**src/rtl/tx_rx_system.sv**
```systemverilog
// Counter-driven Hamming(12,8) transmit/receive link with a registered channel word.
// Optional single-error correction in the receiver is enabled by defining TX_RX_SEC_EN.
module tx_rx_system #(
  parameter int CNT_MAX = 255
) (
  input  logic        clk,
  input  logic        rst,
  input  logic        ctr_clr,
  input  logic        ctr_en,
  input  logic        conv_en_n,
  input  logic [11:0] err_mask,
  output logic [11:0] reg_out,
  output logic [7:0]  data_out,
  output logic        valid
);

  // Codeword bit p-1 holds Hamming position p; parity at positions 1, 2, 4, 8.
  function automatic logic [11:0] hamming_encode(input logic [7:0] d);
    logic [11:0] cw;
    cw        = 12'h000;
    cw[2]     = d[0];
    cw[6:4]   = d[3:1];
    cw[11:8]  = d[7:4];
    cw[0]     = d[0] ^ d[1] ^ d[3] ^ d[4] ^ d[6];
    cw[1]     = d[0] ^ d[2] ^ d[3] ^ d[5] ^ d[6];
    cw[3]     = d[1] ^ d[2] ^ d[3] ^ d[7];
    cw[7]     = d[4] ^ d[5] ^ d[6] ^ d[7];
    return cw;
  endfunction

  function automatic logic [7:0] hamming_data(input logic [11:0] cw);
    return {cw[11:8], cw[6:4], cw[2]};
  endfunction

  function automatic logic [3:0] hamming_syndrome(input logic [11:0] cw);
    logic [11:0] ref_cw;
    ref_cw = hamming_encode(hamming_data(cw));
    return {ref_cw[7] ^ cw[7], ref_cw[3] ^ cw[3], ref_cw[1] ^ cw[1], ref_cw[0] ^ cw[0]};
  endfunction

  logic [7:0]  count_r;
  logic        tx_vld_r;
  logic [11:0] ch_s;
  logic [3:0]  syn_s;
  logic [7:0]  dec_data_s;
  logic        dec_valid_s;
`ifdef TX_RX_SEC_EN
  logic [11:0] fix_s;
`endif

  // Receive path: channel word, syndrome and (optionally corrected) data.
  always_comb begin
    ch_s        = reg_out ^ err_mask;
    syn_s       = hamming_syndrome(ch_s);
    dec_data_s  = hamming_data(ch_s);
    dec_valid_s = (syn_s == 4'd0);
`ifdef TX_RX_SEC_EN
    fix_s = ch_s;
    for (int i = 0; i < 12; i++) begin
      if (syn_s == 4'(i + 1)) begin
        fix_s[i] = ~ch_s[i];
      end else begin
        fix_s[i] = ch_s[i];
      end
    end
    // Syndromes 13..15 point outside the word: leave data raw and flag it.
    if (syn_s <= 4'd12) begin
      dec_data_s  = hamming_data(fix_s);
      dec_valid_s = 1'b1;
    end else begin
      dec_data_s  = hamming_data(ch_s);
      dec_valid_s = 1'b0;
    end
`endif
  end

  // Counter, encoder register and decoder output registers.
  always_ff @(posedge clk) begin
    if (rst) begin
      count_r  <= 8'h00;
      tx_vld_r <= 1'b0;
      reg_out  <= 12'h000;
      data_out <= 8'h00;
      valid    <= 1'b0;
    end else begin
      if (ctr_clr) begin
        count_r <= 8'h00;
      end else if (ctr_en) begin
        count_r <= (count_r == 8'(CNT_MAX)) ? 8'h00 : count_r + 8'd1;
      end else begin
        count_r <= count_r;
      end
      // tx_vld_r marks reg_out as freshly encoded, so stale words never decode as valid.
      if (!conv_en_n) begin
        reg_out  <= hamming_encode(count_r);
        tx_vld_r <= 1'b1;
        data_out <= dec_data_s;
        valid    <= dec_valid_s & tx_vld_r;
      end else begin
        reg_out  <= reg_out;
        tx_vld_r <= 1'b0;
        data_out <= data_out;
        valid    <= 1'b0;
      end
    end
  end

endmodule

```
**config.mk**
```make
export PLATFORM = sky130hd
export DESIGN_NAME = tx_rx_system
export DESIGN_NICKNAME = d
export VERILOG_FILES = /design/src/rtl/tx_rx_system.sv
export SDC_FILE = /design/constraint.sdc
export NUM_CORES = 1
export LEC_CHECK = 0
export ABC_AREA = 0
export ABC_CLOCK_PERIOD_IN_PS = 2500
export CAP_MARGIN = 40
export CORE_MARGIN = 2
export CORE_UTILIZATION = 28
export CTS_BUF_LIST = sky130_fd_sc_hd__clkbuf_2
export DETAILED_ROUTE_END_ITERATION = 8
export PLACE_DENSITY = 0.61
export SYNTH_ARGS = -nofsm -noshare
export SYNTH_HDL_FRONTEND = slang
export SYNTH_SLANG_ARGS = --single-unit
```
**constraint.sdc**
```tcl
create_clock -name clk -period 2.5 [get_ports clk]
set_input_delay 0.25 -clock clk [delete_from_list [all_inputs] [get_ports clk]]
set_output_delay 0.25 -clock clk [all_outputs]
set_load 0.05 [all_outputs]
```
# --- After elaboration in Yosys (flattened, before gate mapping) ---
# Cells that the tools add are included.
# Widths: inputs -> output; s select.
totals:
  register_bits: 30
  output_inout_bits: 21
  word_cells: 46
classes:
  addsub: 1
  n_eq_ne: 1
  mux: 2
  bitwise_logic: 34
  reduce_logical: 3
ops:
  columns: ["operator", "count"]
  rows:
  - ["$xor 1x1->1", 32]
  - ["$xor 12x12->12", 1]
  - ["$add 8x1->8 const B", 1]
  - ["$eq 8x8->1 const B", 1]
  - ["$mux 8", 1]
  - ["$logic_not 4->1", 1]
  - ["$reduce_or 2->1", 2]
  - ["$and 1x1->1", 1]
  - ["$mux 1", 1]

# --- Depth between registers and ports, before layout ---
# Gate-level depths: netlist of the first run.
logic_depth:
  depth_word: 8
  depth_mapped: 6
  ltp_nobuf: 6

# --- Least setup slack after synthesis of the first run ---
# No wires, ideal clock.
synth_timing:
  kind: "register to register"
  from: "register reg_out[4]"
  to: "register valid"
  setup_ns: 0.079
  arrival_ns: 1.805
  required_time_ns: 2.421
  setup_slack_ns: 0.615
  path_stages_with_launch: 6
  synth_period_minus_slack_ns: 1.885
  path_cell_list: "dfxtp_1 xor2_1 xnor3_1 nor3_1 o211ai_1 a211oi_2"
synth_between:
  elab_chain_len: 8
  elab_cells_between_ends: 12
synth_rtl:
  columns: ["item", "line", "rtl"]
  rows:
  - ["start, declared", "12", "output logic [11:0] reg_out,"]
  - ["start signal, assigned", "95", "reg_out <= hamming_encode(count_r);"]
  - ["start signal, assigned", "100", "reg_out <= reg_out;"]
  - ["$xor 12x12->12 *", "53", "ch_s = reg_out ^ err_mask;"]
  - ["$xor 1x1->1 (4 in series)", "24", "cw[0] = d[0] ^ d[1] ^ d[3] ^ d[4] ^ d[6];"]
  - ["$xor 1x1->1", "38", "return {ref_cw[7] ^ cw[7], ref_cw[3] ^ cw[3], ref_cw[1] ^ cw[1], ref_cw[0] ^ cw[0]};"]
  - ["$logic_not 4->1 *", "56", "dec_valid_s = (syn_s == 4'd0);"]
  - ["$and 1x1->1 *", "98", "valid <= dec_valid_s & tx_vld_r;"]
  - ["end signal, assigned", "98", null]
  - ["end, declared", "14", "output logic valid"]
# Mark *: on every way between the ends. The rest lies on a longest branch, timed or not.
# A chain may end at the register's enable or synchronous reset.

# --- Final worst setup path of the first run ---
layout_timing:
  from: "register reg_out[11]"
  to: "output reg_out[11]"
# No word-level cell between the ends.

==> results of run 1 <==
[registers in the layout, summed over array words and instances (netlist names)]
name and cells:
data_out 8, valid 1, count_r 8, tx_vld_r 1
reg_out 12
[metrics by stage]
stage | hold WS [ns] | setup slack (ns) | cells | cell area [um2] | total power [mW]
2_1_floorplan | 0.326 | 0.615 | 169 | 1540 | 0.638
3_3_place_gp | 0.426 | 0.520 | 271 | 1980 | 0.701
3_5_place_dp | 0.419 | 0.481 | 271 | 1980 | 0.703
4_1_cts | 0.439 | 0.575 | 279 | 2020 | 0.944
5_1_grt | 0.455 | 0.530 | 279 | 2020 | 0.985
6_report | 0.438 | 0.610 | 279 | 2020 | 0.924
[cell families after synthesis]
group / count (synthesis) / synth area share, %
AOI/OAI and AO/OA: 15 / 5.85
adders and majority gates: 3 / 2.44
muxes: 11 / 7.23
buffers and inverters: 10 / 2.44
DFF: 30 / 39.0
xor gates and xnor gates: 44 / 27.8
and+or+nand+nor: 56 / 15.3
[cell usage in the layout (no fill, tap or decap), types with 3 or more instances in the layout]
cell type / count
a21oi_1: 10
clkdlybuf4s50_1: 37
mux2i_1: 10
ha_1: 3
xor2_1: 8
xnor2_1: 32
nand3_1: 5
nand2_1: 3
clkbuf_2: 6
nor2_1: 38
nor3_1: 5
dfxtp_1: 30
[cell type report]
type                            instances  area, um2  area share [%]
Clock buffer                            6       30.0            1.49
Inverter                                1       3.75           0.186
Tap cell                               72       90.1            4.46
Sequential cell                        30        601            29.7
Timing Repair Buffer                   39        385            19.1
Clock inverter                          2       8.76           0.433
Multi-Input combinational cell        129        902            44.6
[where the power goes]
part           leakage, nW  internal (mW)  switching [mW]
Combinational        0.490         0.0919           0.103
Sequential           0.244          0.489         0.00717
Clock               0.0304         0.0687           0.165
Total                0.764          0.650           0.275
[tightest hold or removal path, cell delays in order (launching register included)]
cell	delay (ns)
dfxtp_1	0.32
nand2_1	0.06
a211oi_2	0.03
[worst paths after layout]
check	start	end	slack, ns
max	reg_out[11]	reg_out[11]	0.61
min	tx_vld_r	valid	0.44
max reg2reg	reg_out[11]	valid	0.78
min reg2reg	tx_vld_r	valid	0.44
[layer usage]
metal | track usage, % | part of all wire (%)
met1 | 13.8 | 46
met2 | 17.4 | 47
met3 | 3.22 | 4.2
met4 | 5.26 | 2.1
met5 | 0 | 0
==> summary.md, run 1 <==
| Metric | Value |
|---|---|
| Post-synthesis cell count | 169 |
| Endpoint kind of the worst setup timing path | primary output |
| Async S/R FF share, synth | 0% |
| Critical Path Stages | 1 |
| Routed Wire Length | 3.12 mm |
| Clock transition time at the flip-flop clock pins of the worst setup and hold paths | 0.15 ns |
| Nets | 226 |
| # port buffers | 37 |
| Level count of the clock H-tree | 2 |
| Number of buffers added by the clock tree synthesis step | 5 |
| Num rows | 27 |
| GRT overflow | 0 |
| Core region area | 5410 um2 |
| Total nets after synthesis | 189 |
| TritonCTS Sinks | 30 |
| Antenna violations before repair | 0 |
| Largest fanout on the critical path | 3 |
| Kind of start point of the critical path | flip-flop |
| Worst endpoint data arrival time | 1.64 ns |
| Final number of hold-violating endpoints | 0 |
| Post-Syn Area per Cell | 9.11 um2 |
| #FFs+latches synth | 30 |
| Share of layout cells above drive strength 1 | 6.76% |
| Clock tree from TritonCTS | yes |
| Cell area after synthesis | 1540 um2 |
| Critical path buffer and inverter count | 1 |
| Status | finished clean |
| Count of synthesis-stage warnings from yosys | 0 |
| Post-CTS Resized | 0 |
| Vertical die dimension | 78.2 um |
| Die outline area | 6110 um2 |
| Slowest cell delay on critical path | 0.84 ns |
| Max-Slew Margin vs Limit | 57.7% |
| Reg2Reg Depth | 5 |
| Number of primary I/O pins | 38 |
| Required time of the critical path | 2.25 ns |
| CP cell instances | clkdlybuf4s50_1 |
| Minimum period implied by the final worst setup slack | 1.89 ns |
| Routability congestion estimate | 0.745 |
| Number of global-route vias before repair | 1132 |
| Routed vias/inst | 4.26 |
| Peak supply drop | 0.163 mV |
| Worst Skew | 0.0151 ns |
| # hold bufs at CTS | 0 |
| Antenna diode count | 0 |
| Number of buffers added for setup after CTS | 0 |
| Total number of vias | 1189 |
| Leakage power | 0.764 nW |
| Clock Latency Late Sink | 0.37 ns |
| Number of enable flip-flop cells after synthesis | 0 |
| Maxcap violations | 0 |
| Cell Pwr Density | 457 nW/um2 |
| Cell with the most instances after synthesis | nor2_1 |
| Period Utilization, post-route | 75.6% |
| Dominant delay contributor by cell family on the critical path | buffers and inverters |
| Number of slew-limit violations in the final report | 0 |
| Sum of net half-perimeters after detailed placement | 2.32 mm |
| Pin count of the biggest net entering global routing | 32 |
| Sequential share of the synthesized area | 39.0% |
| Type of the worst min-delay path | reg2reg |
| Distinct cells, synth | 26 |
| Post-route antenna net violation count | 0 |
| Slew at the pin closest to its max-slew limit | 0.628 ns |
| Cells taking the most area after synthesis | dfxtp_1, xnor2_1, nor2_1 |
| Most used flip-flop cell after synthesis | dfxtp_1 |
| Critical path type | reg2out |
| Share of the synthesized area in the top cell type | 39.0% |
| Worst hold path stage count | 2 |
| Cell types with the highest counts after synthesis | nor2_1, xnor2_1, dfxtp_1 |
| Slowest cell on crit path | clkdlybuf4s50_1 |
| Count of TritonRoute iterations in the first routing pass | 4 |
| Root Driver | clkbuf_2 |
| Maximum clock frequency | 0.529 GHz |
| Effective utilization at floorplan | 28.5% |
| Filler cell count | 567 |
| Total negative slack | 0 ns |
| Final Setup Violations | 0 |
| Area added between synthesis and finish | 31.2% |
| Setup repair after global routing missed its margin | no |
| Global-route wire length before repair | 5.24 mm |
| Gr usage total | 11.0% |
| Count of routing violations after the opening detailed-route iteration | 65 |
| Final core area utilization | 37.4% |
| Die extent in x | 78.2 um |
| Count of unresolved DRC violations after routing | 0 |
| Detailed-route wire length per cell | 11.2 um |
| Cell taking the most area after synthesis | dfxtp_1 |
| Clock buffer depth | 2 |
No activity file was read; power rests on OpenSTA's default activity.
==> run 2, diff against run 1 <==
Settings changed: ABC_CLOCK_PERIOD_IN_PS 2500 to 1680, PLACE_DENSITY 0.61 to 0.63.
Clock period 2.5 ns to 1.68 ns, I/O delays scaled along.
==> run 2 against run 1 <==
First-iteration DRC count fell by 42%. Cell area rose by 10%. Global-route usage increased by 0.084 points. Clock skew decreased by 0.0071 ns. Combinational power grew 69%. Die area unchanged. Non-clock buffer count grew 17. Register-to-register slack got worse by 0.73 ns. Critical path depth increased by 5. Via count is 7.0% higher. Total power rose by 86%. Critical endpoint is now valid.
==> summary.md, run 2 (synthesized netlist as in run 1, its figures left out) <==
| Metric | Value |
|---|---|
| Leading cell types in the layout, fill and taps excluded | nor2_1, xnor2_1, buf_4 |
| Total number of vias | 1272 |
| Cell Pwr Density | 772 nW/um2 |
| Antenna violations before repair | 0 |
| Startpoint of the most critical register-to-register path | reg_out[3] |
| # hold bufs at CTS | 0 |
| Nets | 243 |
| Clock Latency Late Sink | 0.37 ns |
| Count of TritonRoute iterations in the first routing pass | 4 |
| Slew at the pin closest to its max-slew limit | 0.492 ns |
| Largest fanout on the critical path | 2 |
| Endpoint kind of the worst setup timing path | flip-flop |
| Area added between synthesis and finish | 44.6% |
| Die outline area | 6110 um2 |
| Detailed-route wire length per cell | 11.2 um |
| Minimum period implied by the final worst setup slack | 1.63 ns |
| Count of unresolved DRC violations after routing | 0 |
| Setup repair after global routing missed its margin | yes |
| Critical path type | reg2reg |
| Number of primary I/O pins | 38 |
| Num rows | 27 |
| Clock tree from TritonCTS | yes |
| Leakage power | 0.948 nW |
| Register with the highest flop count | reg_out |
| Max-Slew Margin vs Limit | 67.3% |
| Number of slew-limit violations in the final report | 0 |
| Pin count of the biggest net entering global routing | 32 |
| GRT overflow | 0 |
| Switching power total | 0.437 mW |
| Switching share of total power | 25.4% |
| Maximum clock frequency | 0.612 GHz |
| Routed Wire Length | 3.30 mm |
| Number of global-route vias before repair | 1170 |
| # port buffers | 37 |
| Cell internal pwr | 1.28 mW |
| Critical Path Start | reg_out[3] |
| Required time of the critical path | 1.99 ns |
| Kind of start point of the critical path | flip-flop |
| Routed vias/inst | 4.30 |
| TritonCTS Sinks | 30 |
| Worst Skew | 0.00796 ns |
| Startpoint of the tightest hold check path | ctr_clr |
| Final number of hold-violating endpoints | 0 |
| Effective utilization at floorplan | 28.5% |
| Root Driver | clkbuf_2 |
| Peak supply drop | 0.382 mV |
| Most common library cell in the layout ignoring fill and taps | nor2_1 |
| Worst endpoint data arrival time | 1.94 ns |
| Die extent in x | 78.2 um |
| Clock buffer depth | 2 |
| Type of the worst min-delay path | in2reg |
| Sum of net half-perimeters after detailed placement | 2.45 mm |
| Level count of the clock H-tree | 2 |
| Core region area | 5410 um2 |
| Gr usage total | 11.1% |
| Fraction of power consumed by the clock network | 38.2% |
| Number of flip-flops under the largest register name | 12 |
| Number of buffers added by the clock tree synthesis step | 5 |
| Relative contribution of sequential cells to total power | 42.6% |
| Maxcap violations | 0 |
| Status | finished clean |
| Tightest hold margin | 0.424 ns |
| Antenna diode count | 0 |
| Routability congestion estimate | 0.759 |
| Period Utilization, post-route | 97.3% |
| Global-route wire length before repair | 5.30 mm |
| Vertical die dimension | 78.2 um |
| Final Setup Violations | 0 |
| Clock transition time at the flip-flop clock pins of the worst setup and hold paths | 0.16 ns |
| Total negative slack | 0 ns |
| Count of routing violations after the opening detailed-route iteration | 38 |
| Largest registers ranked by flip-flop count | reg_out x12, count_r x8, data_out x8 |
| Combinational power share | 19.2% |
| Post-route antenna net violation count | 0 |
| Share of layout cells above drive strength 1 | 23.2% |
## run 2: repair_timing
item | CTS | global route
resized for setup | 10 | 7
pin swaps | 0 | 6
endpoints found under the setup margin | 10 | 1
buffers inserted | 0 | 3
cloned | 0 | 0
## run 2: stage by stage
stage	worst slack, ns	area, um2	power [mW]	utilization [%]	std cells
2_1_floorplan	0.0417	1550	0.948	-	169
3_3_place_gp	-0.185	2090	1.07	38.7	286
3_5_place_dp	-0.222	2090	1.07	38.7	286
4_1_cts	0.0234	2170	1.73	40.1	294
5_1_grt	-0.0190	2230	1.80	41.2	296
6_report	0.0455	2230	1.72	41.2	296
## run 2: critical path: stages (launching register included)
cell      delay (ns)
dfxtp_4         0.39
xnor2_4         0.12
xnor3_1         0.42
buf_4           0.13
nand3_2         0.05
a211o_1         0.31
a211oi_2        0.16
## run 2: layer usage
metal | share of wire [%] | track usage (%) | up-vias
met4 | 1.4 | 3.68 | 0
met1 | 44 | 12.5 | 577
met5 | 0 | 0 | -
li1 | - | - | 664
met2 | 49 | 19.3 | 25
met3 | 5.4 | 4.25 | 6
## run 2: final cells by class
cell class / count / area [um2]
clock buffers: 5 / 25.0
clock inverters: 3 / 63.8
fillers: 561 / 3180
inverters: 1 / 3.75
multi-input cells: 129 / 942
flip-flops and latches: 30 / 617
well taps: 72 / 90.1
repair buffers: 56 / 485
## run 2: power groups by stage
stage | clock network, mW | logic (mW) | registers (mW)
finish | 0.656 | 0.330 | 0.733
global route | 0.712 | 0.357 | 0.736
global placement | 0 | 0.317 | 0.751
detailed placement | 0 | 0.321 | 0.752
floorplan | 0 | 0.150 | 0.798
CTS | 0.682 | 0.316 | 0.736
## run 2: worst paths after layout
path / endpoint / slack (ns) / cells after the start
hold / removal: count_r[6] / 0.42 / 2
setup / recovery: valid / 0.05 / 6
setup reg to reg: valid / 0.05 / 6
hold reg to reg: valid / 0.44 / 2
==> run 3, diff against run 2 <==
Settings changed: CORE_MARGIN 2 to 8.
==> run 3 against run 2 <==
Clock-buffer cell count did not move. Die area rose by 33%. Total power fell by 20%. Maximum frequency rose by 1.5%. Cell area fell by 2.6%. Sequential cell count did not move. Worst setup slack improved by 0.023 ns. Largest power group unchanged. First-iteration DRC count fell by 37%.
==> summary.md, run 3 (synthesized netlist as in run 1, its figures left out) <==
| Metric | Value |
|---|---|
| CP cell instances | xor2_2 -> xnor3_1 -> nor3_2 -> o211ai_1 -> a211oi_2 |
| Count of routing violations after the opening detailed-route iteration | 24 |
| Root Driver | clkbuf_2 |
| Met3 Routed Length | 206 um |
| Critical path type | reg2reg |
| Required time of the critical path | 1.95 ns |
| Critical path buffer and inverter count | 0 |
| Peak supply drop | 0.264 mV |
| Nets | 241 |
| Worst endpoint data arrival time | 1.88 ns |
| Leakage power | 0.909 nW |
| Max-Slew Margin vs Limit | 66.8% |
| Cell Pwr Density | 637 nW/um2 |
| Sum of net half-perimeters after detailed placement | 2.76 mm |
| Number of buffers added by the clock tree synthesis step | 5 |
| Routability congestion estimate | 0.759 |
| Number of slew-limit violations in the final report | 0 |
| Slew at the pin closest to its max-slew limit | 0.500 ns |
| Dominant delay contributor by cell family on the critical path | XOR/XNOR gates |
| Slowest cell on crit path | xnor3_1 |
| Clock tree from TritonCTS | yes |
| Post-route antenna net violation count | 0 |
| Slowest cell delay on critical path | 0.44 ns |
| Most common library cell in the layout ignoring fill and taps | nor2_1 |
| Terminating pin of the worst hold path | valid |
| Status | finished clean |
| Tightest hold margin | 0.439 ns |
| Total number of vias | 1264 |
| Clock Latency Late Sink | 0.35 ns |
| Antenna diode count | 0 |
| Num rows | 27 |
| # port buffers | 37 |
| Top sig layer | met4 |
| Routed Wire Length | 3.57 mm |
| Die extent in x | 90.2 um |
| TritonCTS Sinks | 30 |
| Count of TritonRoute iterations in the first routing pass | 4 |
| Level count of the clock H-tree | 2 |
| Area added between synthesis and finish | 40.8% |
| Type of the worst min-delay path | reg2reg |
| Pin count of the biggest net entering global routing | 32 |
| Worst hold path stage count | 2 |
| Total negative slack | 0 ns |
| Startpoint of the most critical register-to-register path | reg_out[4] |
| Number of global-route vias before repair | 1249 |
| Number of flip-flops under the largest register name | 12 |
| Gr usage total | 8.95% |
| Minimum period implied by the final worst setup slack | 1.61 ns |
| GRT overflow | 0 |
| Worst reg-to-reg setup slack | 0.07 ns |
| Maximum clock frequency | 0.621 GHz |
| Area post-placement | 2070 um2 |
| Filler cell count | 554 |
| Vertical die dimension | 90.2 um |
| Worst slack after detailed placement | -0.231 ns |
| Die outline area | 8130 um2 |
| Terminus of the critical flop-to-flop path | valid |
| Antenna violations before repair | 0 |
| Core region area | 5410 um2 |
| Sum of routed wire segments on met1 | 1.53 mm |
| Final Setup Violations | 0 |
| Post-layout instance area | 2170 um2 |
| Period Utilization, post-route | 95.9% |
| Global-route wire length before repair | 5.99 mm |
| Maxcap violations | 0 |
| Clock buffer depth | 2 |
| Final number of hold-violating endpoints | 0 |
| Number of primary I/O pins | 38 |
| Register with the highest flop count | reg_out |
| Routed vias/inst | 4.30 |
| Clock transition time at the flip-flop clock pins of the worst setup and hold paths | 0.13 ns |
| Routed length on met2 | 1.79 mm |
| Largest registers ranked by flip-flop count | reg_out x12, count_r x8, data_out x8 |
| Worst Skew | 0.0188 ns |
| Effective utilization at floorplan | 28.5% |
| Largest fanout on the critical path | 4 |
| Kind of start point of the critical path | flip-flop |
| Share of layout cells above drive strength 1 | 24.8% |
| Detailed-route wire length per cell | 12.1 um |
| Leading cell types in the layout, fill and taps excluded | nor2_1, buf_4, xnor2_1 |
| Startpoint of the tightest hold check path | tx_vld_r |
| Endpoint kind of the worst setup timing path | flip-flop |
| Reg2Reg Depth | 5 |
| Count of unresolved DRC violations after routing | 0 |
| # hold bufs at CTS | 0 |
| Worst-case setup margin in the final layout | 0.0689 ns |
==> run 3: cell types whose count changed in the layout (fill, tap and decap cells not counted), sizes merged <==
cell	previous run	this run
buf	30	33
dlygate4sd2	10	5
bufinv	2	0
clkinv	1	3
==> run 3: worst min-delay path, stage by stage, from the launching register on <==
cell,delay (ns)
dfxtp_1,0.32
nand2_1,0.06
a211oi_2,0.03
==> run 3: routing by layer <==
layer | vias up | GRT usage (%)
met2 | 23 | 14.4
met5 | - | 0
met4 | 0 | 2.91
met3 | 5 | 4.07
met1 | 584 | 10.3
li1 | 652 | -
==> run 3: where the power goes <==
group	internal (mW)	leakage [nW]	total, mW	switching, mW
clock	0.0889	0.0255	0.324	0.235
sequential	0.723	0.248	0.734	0.0103
combinational	0.156	0.635	0.322	0.166
==> run 3: worst max path at each step <==
stage	start	endpoint	slack [ns]	cells after the start
finish	reg_out[4]	valid	0.07	5
global route	reg_out[4]	valid	-0.02	5
CTS	reg_out[4]	valid	0.01	5
detailed placement	err_mask[4]	valid	-0.23	6
global placement	err_mask[4]	valid	-0.18	6
floorplan	reg_out[7]	valid	0.04	5
==> run 3: final cells by class <==
class	count	area (um2)	area share [%]
sequential	30	617	28.4
inverter	1	3.75	0.173
timing repair buffer	54	464	21.4
tap	72	90.1	4.15
clock inverter	3	11.3	0.519
clock buffer	5	25.0	1.15
multi-input combinational	129	957	44.1
==> run 3: repair_timing <==
action                     in CTS  in global routing
setup endpoints to repair       5                  1
gates resized for setup         5                  9
pin swaps                       0                  7
setup buffers                   0                  2
gates cloned                    0                  0
==> run 3: per-stage QoR <==
| step | total power [mW] | util (%) | instances |
|---|---|---|---|
| 6_report | 1.38 | 40.1 | 294 |
| 5_1_grt | 1.47 | 40.1 | 294 |
| 4_1_cts | 1.40 | 38.9 | 293 |
| 3_5_place_dp | 1.07 | 38.3 | 285 |
| 3_3_place_gp | 1.07 | 38.3 | 285 |
| 2_1_floorplan | 0.948 | - | 169 |
